## src/rtl/plic_pkg.sv

```systemverilog
// Shared PLIC definitions: gateway states and the register-map layout.
package plic_pkg;

  typedef enum logic [1:0] {
    GW_IDLE     = 2'd0,
    GW_PENDING  = 2'd1,
    GW_INFLIGHT = 2'd2
  } gw_state_e;

  localparam logic [23:0] PRIO_BASE   = 24'h000000;
  localparam int unsigned PRIO_STRIDE = 4;
  localparam logic [23:0] PEND_ADDR   = 24'h001000;
  localparam logic [23:0] EN_BASE     = 24'h002000;
  localparam int unsigned EN_STRIDE   = 32'h80;
  localparam logic [23:0] CTX_BASE    = 24'h200000;
  localparam int unsigned CTX_STRIDE  = 32'h1000;
  localparam int unsigned CLAIM_OFS   = 4;

  function automatic logic [23:0] prio_addr(int unsigned id);
    return 24'(PRIO_BASE + PRIO_STRIDE * id);
  endfunction

  function automatic logic [23:0] en_addr(int unsigned t);
    return 24'(EN_BASE + EN_STRIDE * t);
  endfunction

  function automatic logic [23:0] ctx_addr(int unsigned t, int unsigned ofs);
    return 24'(CTX_BASE + CTX_STRIDE * t + ofs);
  endfunction

endpackage

```

## src/rtl/plic_gateway.sv

```systemverilog
// Level-triggered source gateway: latches a request and holds it from claim
// until the matching completion, ignoring the line meanwhile.
module plic_gateway
  import plic_pkg::*;
(
  input  logic clk,
  input  logic rst_n,
  input  logic src_i,
  input  logic claim_i,
  input  logic complete_i,
  output logic pending_o
);

  gw_state_e state_q, state_d;

  always_comb begin
    state_d = state_q;
    unique case (state_q)
      GW_IDLE:     if (src_i) state_d = GW_PENDING;
      GW_PENDING:  if (claim_i) state_d = GW_INFLIGHT;
      GW_INFLIGHT: if (complete_i) state_d = GW_IDLE;
      default:     state_d = GW_IDLE;
    endcase
  end

  always_ff @(posedge clk or negedge rst_n) begin
    if (!rst_n) state_q <= GW_IDLE;
    else        state_q <= state_d;
  end

  assign pending_o = (state_q == GW_PENDING);

endmodule

```

## src/rtl/irq_plic.sv

```systemverilog
// Platform-level interrupt controller: per-source gateways, per-target
// enable/threshold, best-ID selector tree and a single-cycle register bus.
module irq_plic
  import plic_pkg::*;
#(
  parameter int NUM_SRC = 8,
  parameter int NUM_TGT = 1,
  parameter int PRIO_W  = 3
) (
  input  logic               clk,
  input  logic               rst_n,
  input  logic [NUM_SRC-1:0] src,
  input  logic               bus_req,
  input  logic               bus_we,
  input  logic [23:0]        bus_addr,
  input  logic [31:0]        bus_wdata,
  output logic               bus_ack,
  output logic [31:0]        bus_rdata,
  output logic [NUM_TGT-1:0] irq_ext
);

  localparam int IDW    = $clog2(NUM_SRC + 1);
  localparam int LEAVES = 1 << IDW;

  logic [PRIO_W-1:0]  prio_q [1:NUM_SRC];
  logic [PRIO_W-1:0]  prio_d [1:NUM_SRC];
  logic [NUM_SRC:1]   en_q   [NUM_TGT];
  logic [NUM_SRC:1]   en_d   [NUM_TGT];
  logic [PRIO_W-1:0]  thr_q  [NUM_TGT];
  logic [PRIO_W-1:0]  thr_d  [NUM_TGT];
  logic [NUM_TGT-1:0] irq_q, irq_d;
  logic               ack_q;
  logic [31:0]        rdata_q, rdata_d;
  logic [NUM_SRC:1]   pending, claim, complete;
  logic [IDW-1:0]     best [NUM_TGT];

  for (genvar gi = 1; gi <= NUM_SRC; gi++) begin : g_gw
    plic_gateway u_gw (
      .clk        (clk),
      .rst_n      (rst_n),
      .src_i      (src[gi-1]),
      .claim_i    (claim[gi]),
      .complete_i (complete[gi]),
      .pending_o  (pending[gi])
    );
  end

  // Ineligible leaves carry priority 0, so strict '>' keeps the left (lower) ID on ties.
  for (genvar gt = 0; gt < NUM_TGT; gt++) begin : g_sel
    logic [PRIO_W-1:0] node_prio [LEAVES];
    logic [IDW-1:0]    node_id   [LEAVES];

    always_comb begin
      for (int j = 0; j < LEAVES; j++) begin
        node_prio[j] = '0;
        node_id[j]   = '0;
      end
      for (int j = 1; j <= NUM_SRC; j++) begin
        if (pending[j] && en_q[gt][j] && (prio_q[j] > thr_q[gt])) begin
          node_prio[j] = prio_q[j];
          node_id[j]   = IDW'(j);
        end
      end
      for (int l = IDW - 1; l >= 0; l--) begin
        for (int k = 0; k < (1 << l); k++) begin
          if (node_prio[2*k+1] > node_prio[2*k]) begin
            node_prio[k] = node_prio[2*k+1];
            node_id[k]   = node_id[2*k+1];
          end else begin
            node_prio[k] = node_prio[2*k];
            node_id[k]   = node_id[2*k];
          end
        end
      end
    end

    assign best[gt]  = node_id[0];
    assign irq_d[gt] = (node_id[0] != '0);
  end

  always_comb begin
    prio_d   = prio_q;
    en_d     = en_q;
    thr_d    = thr_q;
    rdata_d  = '0;
    claim    = '0;
    complete = '0;
    if (bus_req) begin
      for (int i = 1; i <= NUM_SRC; i++) begin
        if (bus_addr == prio_addr(i)) begin
          if (bus_we) prio_d[i] = bus_wdata[PRIO_W-1:0];
          else        rdata_d   = 32'(prio_q[i]);
        end
      end
      if (bus_addr == PEND_ADDR && !bus_we) rdata_d = 32'({pending, 1'b0});
      for (int t = 0; t < NUM_TGT; t++) begin
        if (bus_addr == en_addr(t)) begin
          if (bus_we) en_d[t]  = bus_wdata[NUM_SRC:1];
          else        rdata_d = 32'({en_q[t], 1'b0});
        end
        if (bus_addr == ctx_addr(t, 0)) begin
          if (bus_we) thr_d[t] = bus_wdata[PRIO_W-1:0];
          else        rdata_d  = 32'(thr_q[t]);
        end
        if (bus_addr == ctx_addr(t, CLAIM_OFS)) begin
          // Completion is only honoured while the ID is still enabled for this target.
          if (bus_we) begin
            for (int i = 1; i <= NUM_SRC; i++)
              if (bus_wdata == 32'(i) && en_q[t][i]) complete[i] = 1'b1;
          end else begin
            rdata_d = 32'(best[t]);
            for (int i = 1; i <= NUM_SRC; i++)
              if (best[t] == IDW'(i)) claim[i] = 1'b1;
          end
        end
      end
    end
  end

  always_ff @(posedge clk or negedge rst_n) begin
    if (!rst_n) begin
      for (int i = 1; i <= NUM_SRC; i++) prio_q[i] <= '0;
      for (int t = 0; t < NUM_TGT; t++) begin
        en_q[t]  <= '0;
        thr_q[t] <= '0;
      end
      irq_q   <= '0;
      ack_q   <= 1'b0;
      rdata_q <= '0;
    end else begin
      prio_q  <= prio_d;
      en_q    <= en_d;
      thr_q   <= thr_d;
      irq_q   <= irq_d;
      ack_q   <= bus_req;
      rdata_q <= rdata_d;
    end
  end

  assign bus_ack   = ack_q;
  assign bus_rdata = rdata_q;
  assign irq_ext   = irq_q;

endmodule
```

## config.mk

```make
export PLATFORM = sky130hd
export DESIGN_NAME = irq_plic
export DESIGN_NICKNAME = d
export VERILOG_FILES = /design/src/rtl/plic_pkg.sv /design/src/rtl/plic_gateway.sv /design/src/rtl/irq_plic.sv
export SDC_FILE = /design/constraint.sdc
export NUM_CORES = 1
export LEC_CHECK = 0
export ABC_AREA = 1
export CAP_MARGIN = 20
export CORE_MARGIN = 1
export CORE_UTILIZATION = 50
export DETAILED_ROUTE_END_ITERATION = 8
export GPL_ROUTABILITY_DRIVEN = 0
export PLACE_DENSITY = 0.74
export SLEW_MARGIN = 25
export SYNTH_ARGS = -nofsm -noshare
export SYNTH_HDL_FRONTEND = slang
export SYNTH_SLANG_ARGS = --single-unit
```

## constraint.sdc

```tcl
create_clock -name clk -period 11.8 [get_ports clk]
set_input_delay 3.54 -clock clk [delete_from_list [all_inputs] [get_ports clk]]
set_output_delay 3.54 -clock clk [all_outputs]
set_load 0.02 [all_outputs]
```

# == Word level (Yosys, flattened, before mapping) ==
# Cells that the tools add are included.
# op_classes
eq_ne,68
mux,119
n_reduce_logical,53
magnitude_cmp,19
# op_table
operator,n
32-bit two-way mux,26
"32-bit by 3-bit == test with 1-bit output, second input constant",4
"24-bit by 5-bit == test with 1-bit output, second input constant",4
3-bit two-way mux,24
"32-bit by 2-bit == test with 1-bit output, second input constant",2
3-bit AND reduction,18
2-bit two-way mux,26
"24-bit by 22-bit == test with 1-bit output, second input constant",2
"24-bit by 4-bit == test with 1-bit output, second input constant",2
8-bit two-way mux,6
"2-bit inequality test, second input constant",24
2-bit case mux with 3 select lines,8
3-bit > comparator,15
4-bit two-way mux,11
"32-bit by 1-bit == test with 1-bit output, second input constant",1
"32-bit by 4-bit == test with 1-bit output, second input constant",1
1-bit logical AND,25
"24-bit by 13-bit == test with 1-bit output, second input constant",1
"24-bit by 14-bit == test with 1-bit output, second input constant",1
"24-bit by 3-bit == test with 1-bit output, second input constant",1
"24-bit by 6-bit == test with 1-bit output, second input constant",1
1-bit two-way mux,18
"2-bit by 1-bit == test with 1-bit output, second input constant",8
"2-bit == test, second input constant",8
9 further kinds,22
# totals
regBits,85
out_inout_bits,34
elab_cells,280
input_bits,68

# == Longest topological paths before layout ==
# depth
ltp_word,28
depth_mapped,44

# == Hierarchy ==
# From an unflattened synthesis, not the netlist that was laid out.
# hier_totals
cells_unflattened,743
area_unflattened_um2,5113.7
# modules_own_cells
module,area_each_um2,seq_area_each_um2,instances,cells_each
irq_plic,4322.9,1151.1,1,631
plic_gateway,98.8,50.0,8,14

# == Least setup slack after synthesis ==
# No wires, ideal clock.
# synth_timing
path_type,flip-flop to flip-flop
startpoint,register thr_q[2] (netlist name)
endpoint,register g_gw[7].u_gw.state_q[0]
setup_time_ns,0.117
t_required_ns,11.683
t_arrival_ns,5.390
stages_incl_launch_ff,40
path_slack_ns,6.293
path_buffers,0
cell_sequence,dfrtp_1 inv_1 ha_1 nand2_1 nor2_1 a211oi_1 nor2_1 nand2_1 nor2_1 ha_1 a31oi_1 a21boi_0 o21ai_0 ha_1 nand2_1 nor2_1 a211oi_1 a31oi_1 [... 4 more ...] nand2_1 o21ai_0 inv_1 a31oi_1 inv_1 nand2_1 o21ai_0 ha_1 nand2_1 nor2_1 a211oi_1 a31oi_1 inv_1 nand3_1 nor2_1 nand2_1 nand2_1 nand2_1
# synth_via
elab_chain_cells,18
word_cells_on_any_way,71
classes_between,19 x order compare; 2 x eq/ne; 41 x mux; 9 x reduce/logical
# synth_rtl
item,line_no,text
"start, declared",irq_plic.sv:29,logic [PRIO_W-1:0] thr_q [NUM_TGT];
"start signal, assigned",irq_plic.sv:133,thr_q <= thr_d;
3-bit > comparator,irq_plic.sv:59,if (pending[j] && en_q[gt][j] && (prio_q[j] > thr_q[gt])) begin
1-bit logical AND,irq_plic.sv:59,
3-bit two-way mux,irq_plic.sv:59,
1-bit by 3-bit > comparator with 1-bit output (tied with other cells),irq_plic.sv:66,if (node_prio[2*k+1] > node_prio[2*k]) begin
3-bit two-way mux,irq_plic.sv:66,
1-bit by 3-bit > comparator with 1-bit output / 3-bit > comparator (equally long branches),irq_plic.sv:66,
3-bit two-way mux,irq_plic.sv:66,
1-bit by 3-bit > comparator with 1-bit output / 3-bit > comparator (equally long branches),irq_plic.sv:66,
[... 2 more ...],n/a,
4-bit two-way mux (*),irq_plic.sv:66,
4-bit by 3-bit == test with 1-bit output (*),irq_plic.sv:113,if (best[t] == IDW'(i)) claim[i] = 1'b1;
1-bit two-way mux (*),irq_plic.sv:113,
8-bit two-way mux (*),irq_plic.sv:107,if (bus_we) begin
8-bit two-way mux (*),irq_plic.sv:105,"if (bus_addr == ctx_addr(t, CLAIM_OFS)) begin"
8-bit two-way mux (*),irq_plic.sv:88,if (bus_req) begin
2-bit inequality test (no line) (*),n/a,
3-bit AND reduction (no line) (*),n/a,
"end signal, assigned",plic_gateway.sv:28,else state_q <= state_d;
"end, declared",plic_gateway.sv:14,"gw_state_e state_q, state_d;"
# Every way passes the cells marked *; elsewhere a longest branch is shown, timed or not.
# A chain may end at the register's enable or synchronous reset.

# == Final worst setup path ==
# layout_timing
startpoint,register thr_q[1] (netlist name)
endpoint,register g_gw[5].u_gw.state_q[0]
# layout_via
elab_chain_cells,18
word_cells_on_any_way,71
classes_between,19 x order compare; 2 x eq/ne; 41 x mux; 9 x reduce/logical
# layout_rtl
item,line_no
3-bit > comparator,irq_plic.sv:59
1-bit logical AND,irq_plic.sv:59
3-bit two-way mux,irq_plic.sv:59
1-bit by 3-bit > comparator with 1-bit output (tied with other cells),irq_plic.sv:66
3-bit two-way mux,irq_plic.sv:66
1-bit by 3-bit > comparator with 1-bit output / 3-bit > comparator (equally long branches),irq_plic.sv:66
3-bit two-way mux,irq_plic.sv:66
1-bit by 3-bit > comparator with 1-bit output / 3-bit > comparator (equally long branches),irq_plic.sv:66
[... 2 more ...],n/a
4-bit two-way mux (*),irq_plic.sv:66
4-bit by 3-bit == test with 1-bit output (*),irq_plic.sv:113
1-bit two-way mux (*),irq_plic.sv:113
8-bit two-way mux (*),irq_plic.sv:107
8-bit two-way mux (*),irq_plic.sv:105
8-bit two-way mux (*),irq_plic.sv:88
2-bit inequality test (no line) (*),n/a
3-bit AND reduction (no line) (*),n/a
"end signal, assigned",plic_gateway.sv:28
"end, declared",plic_gateway.sv:14
# Marked as above.

==> metrics <==
DR pass1 iterations 5; Top delay family on crit path compound AO/OA/AOI/OAI gates; Die Ht 103 um; gr ovfl total 0; YS warnings 0; max-slew violations 0; Flop pwr share 46.5%; setup ws final 4890 ps; Post-Place Cells 932; crit path kind reg2reg; CTS tree yes; Max-Slew Margin vs Limit 47.1%; drt via density 5.43; status complete, no violations; Sw Pwr 123 uW; number of synthesized flops with an enable pin 0; remaining antenna violation count after routing 0; vias in the first global route 4936; Min-Delay Path Class reg2reg; Main synth FF type dfrtp_1; DRT Wirelength 14400 um; Multi-input gate area 3000 um2; Initial Utilization 51.8%; Clk pin slew, worst setup/hold paths 70 ps; insertion delay to the later sink of the worst-skew pair 360 ps; routed vias 5147; pin count of the biggest net entering global routing 63; Post-CTS Setup Inserts 0; port buffer count 78; share of cells above drive strength 1 6.26%; pre-CTS setup slack 5070 ps; Max Clk Rate 145 MHz; Site Rows 36; Final nets 923; final worst-path cycle share 58.6%; global-route wire length before repair 23400 um; Layout Cells excl Fill 948; die width 103 um; RSZ-0062 raised after global routing false; cts hold-fix bufs 0; CTS H-tree lvls 3; clk root buf clkbuf_8; cell repeated most along the worst path nand2_1; Post-Syn Area 5090 um2; Lkg Pwr 2.89 nW; CP Data Arrival Time 7180 ps; asr flop ratio synth 100%; initial antenna violation count 0; Hold Vio Cnt, Final 0; drc violations 0; Setup TNS Final 0 ps; Filler cells 916; Startpoint Class flip-flop; Worst Path Required 12060 ps; Mapped Cells 728; Final setup viols 0; worst slew pin tran 793 ps; initial drt markers 276; clock buffer depth 2; IO Count 102; Post-Syn Area per Cell 6.99 um2; Critical Path Fanout Max 9; Switching Share 26.4%; Core ar. 9820 um2; Yosys reg bits 62; max incr delay on CP 540 ps; Unique masters post-synth 44; CP bufs+invs 7; clk sink count 62; Peak VDD IR 0.0798 mV; combinational share of power 12.1%; Cell Int Power 343 uW; area grow syn2layout 20.0%; CP max stage cell a21boi_0; # resized after CTS 0; CTS Buf Count 9; Worst Setup End Kind flip-flop; ant diodes 0; Worst Skew 11.9 ps; Max Cap Viol 0; pwr/cell area 76.4 nW/um2; hpwl dp 11600 um; Clk pwr share 41.4%; register area share after synthesis 30.5%; WL per Instance 15.2 um; Storage cell area 1550 um2; Die ar. 10600 um2; minimum clock period 6910 ps; total track usage 29.8%
-- metal layers --
metal	up-vias	GRT usage (%)	wire, um
met2	220	47.2	6580
met1	2353	38.1	6190
li1	2520	-	-
met3	54	5.49	933
met4	0	17.6	740
met5	-	0	0
-- cell usage in the layout, fill, tap and decap left out, types with 5 or more instances in the layout --
cell             count
nor2_2               7
nand3b_1             5
ha_1                45
nor4_1               6
nand2_1            171
a21oi_1             22
nor2_1              84
dfrtp_1             62
a31oi_1              7
nand3_1             42
clkbuf_8            10
inv_1              101
nand4_1             15
a32oi_1              6
clkdlybuf4s50_1     77
o21ai_0             71
conb_1              23
-- power by group through the flow --
stage          combinational (mW)  clock, mW  sequential, mW
6_report                   0.0563      0.193           0.217
3_3_place_gp               0.0550          0           0.221
2_1_floorplan              0.0272          0           0.221
4_1_cts                    0.0562      0.196           0.217
5_1_grt                    0.0617      0.205           0.217
3_5_place_dp               0.0562          0           0.221
-- state kept, by name, summed over array words and instances (netlist names) --
signal / cells
bus_ack: 1
irq_ext: 1
prio_q: 24
thr_q: 3
en_q: 8
g_gw.u_gw.state_q: 16
bus_rdata: 9
-- per-stage QoR --
step	cell area, um2	util [%]	power [mW]	hold WS [ps]
6_report	6100	62.2	0.466	487
5_1_grt	6100	62.2	0.483	515
4_1_cts	6100	62.2	0.469	486
3_5_place_dp	5900	60.1	0.277	470
3_3_place_gp	5900	60.1	0.276	468
2_1_floorplan	5170	-	0.248	451
-- final cells by class --
type / instances / area share [%]
tap: 133 / 2.73
clock inverter: 5 / 0.964
timing repair buffer: 79 / 12.8
inverter: 106 / 6.52
clock buffer: 11 / 2.32
sequential: 62 / 25.4
multi-input combinational: 552 / 49.2
-- kinds of logic (layout without fill, tap and decap cells) --
| logic type | after synthesis | count (layout) | share of synthesized area (%) |
|---|---|---|---|
| simple gates | 354 | 354 | 31.5 |
| buf+inv | 136 | 201 | 12.1 |
| compound gates | 127 | 127 | 14.1 |
| flops | 62 | 62 | 30.5 |
| fa+ha+maj | 45 | 45 | 11.1 |
| mux | 3 | 3 | 0.664 |
| other cells | 1 | 23 | 0.0737 |
-- worst reg2reg max path: cells and delay by family (launching register included) --
family | cells | cell delay (ps)
AOI/OAI and AO/OA | 10 | 2160
and+or+nand+nor | 17 | 1820
adders and majority gates | 5 | 1570
buffers and inverters | 7 | 910
DFF | 1 | 380
-- path summary, 6_finish.rpt --
kind	slack, ps	to	cells past startpoint	from
max in group asynchronous	7930	prio_q[7]	2	rst_n
worst max register to register	4890	g_gw[5].u_gw.state_q[0]	39	thr_q[1]
worst min register to register	490	g_gw[3].u_gw.state_q[1]	1	g_gw[3].u_gw.state_q[0]
worst min-delay path	490	g_gw[3].u_gw.state_q[1]	1	g_gw[3].u_gw.state_q[0]
min in group asynchronous	3350	prio_q[0]	2	rst_n
worst max-delay path	4890	g_gw[5].u_gw.state_q[0]	39	thr_q[1]
-- cells in the mapped netlist (all sizes together), types with 6 or more instances --
cell   instances  area (um2)
a21oi         22         110
a31oi          7        43.8
a32oi          6        52.6
buf           27         205
dfrtp         62        1550
ha            45         563
inv          105         394
nand2        176         678
nand3         45         248
nand4         15        93.8
nor2          96         424
nor4           7        50.1
o21ai         75         375
No activity file was read; power rests on OpenSTA's default activity.
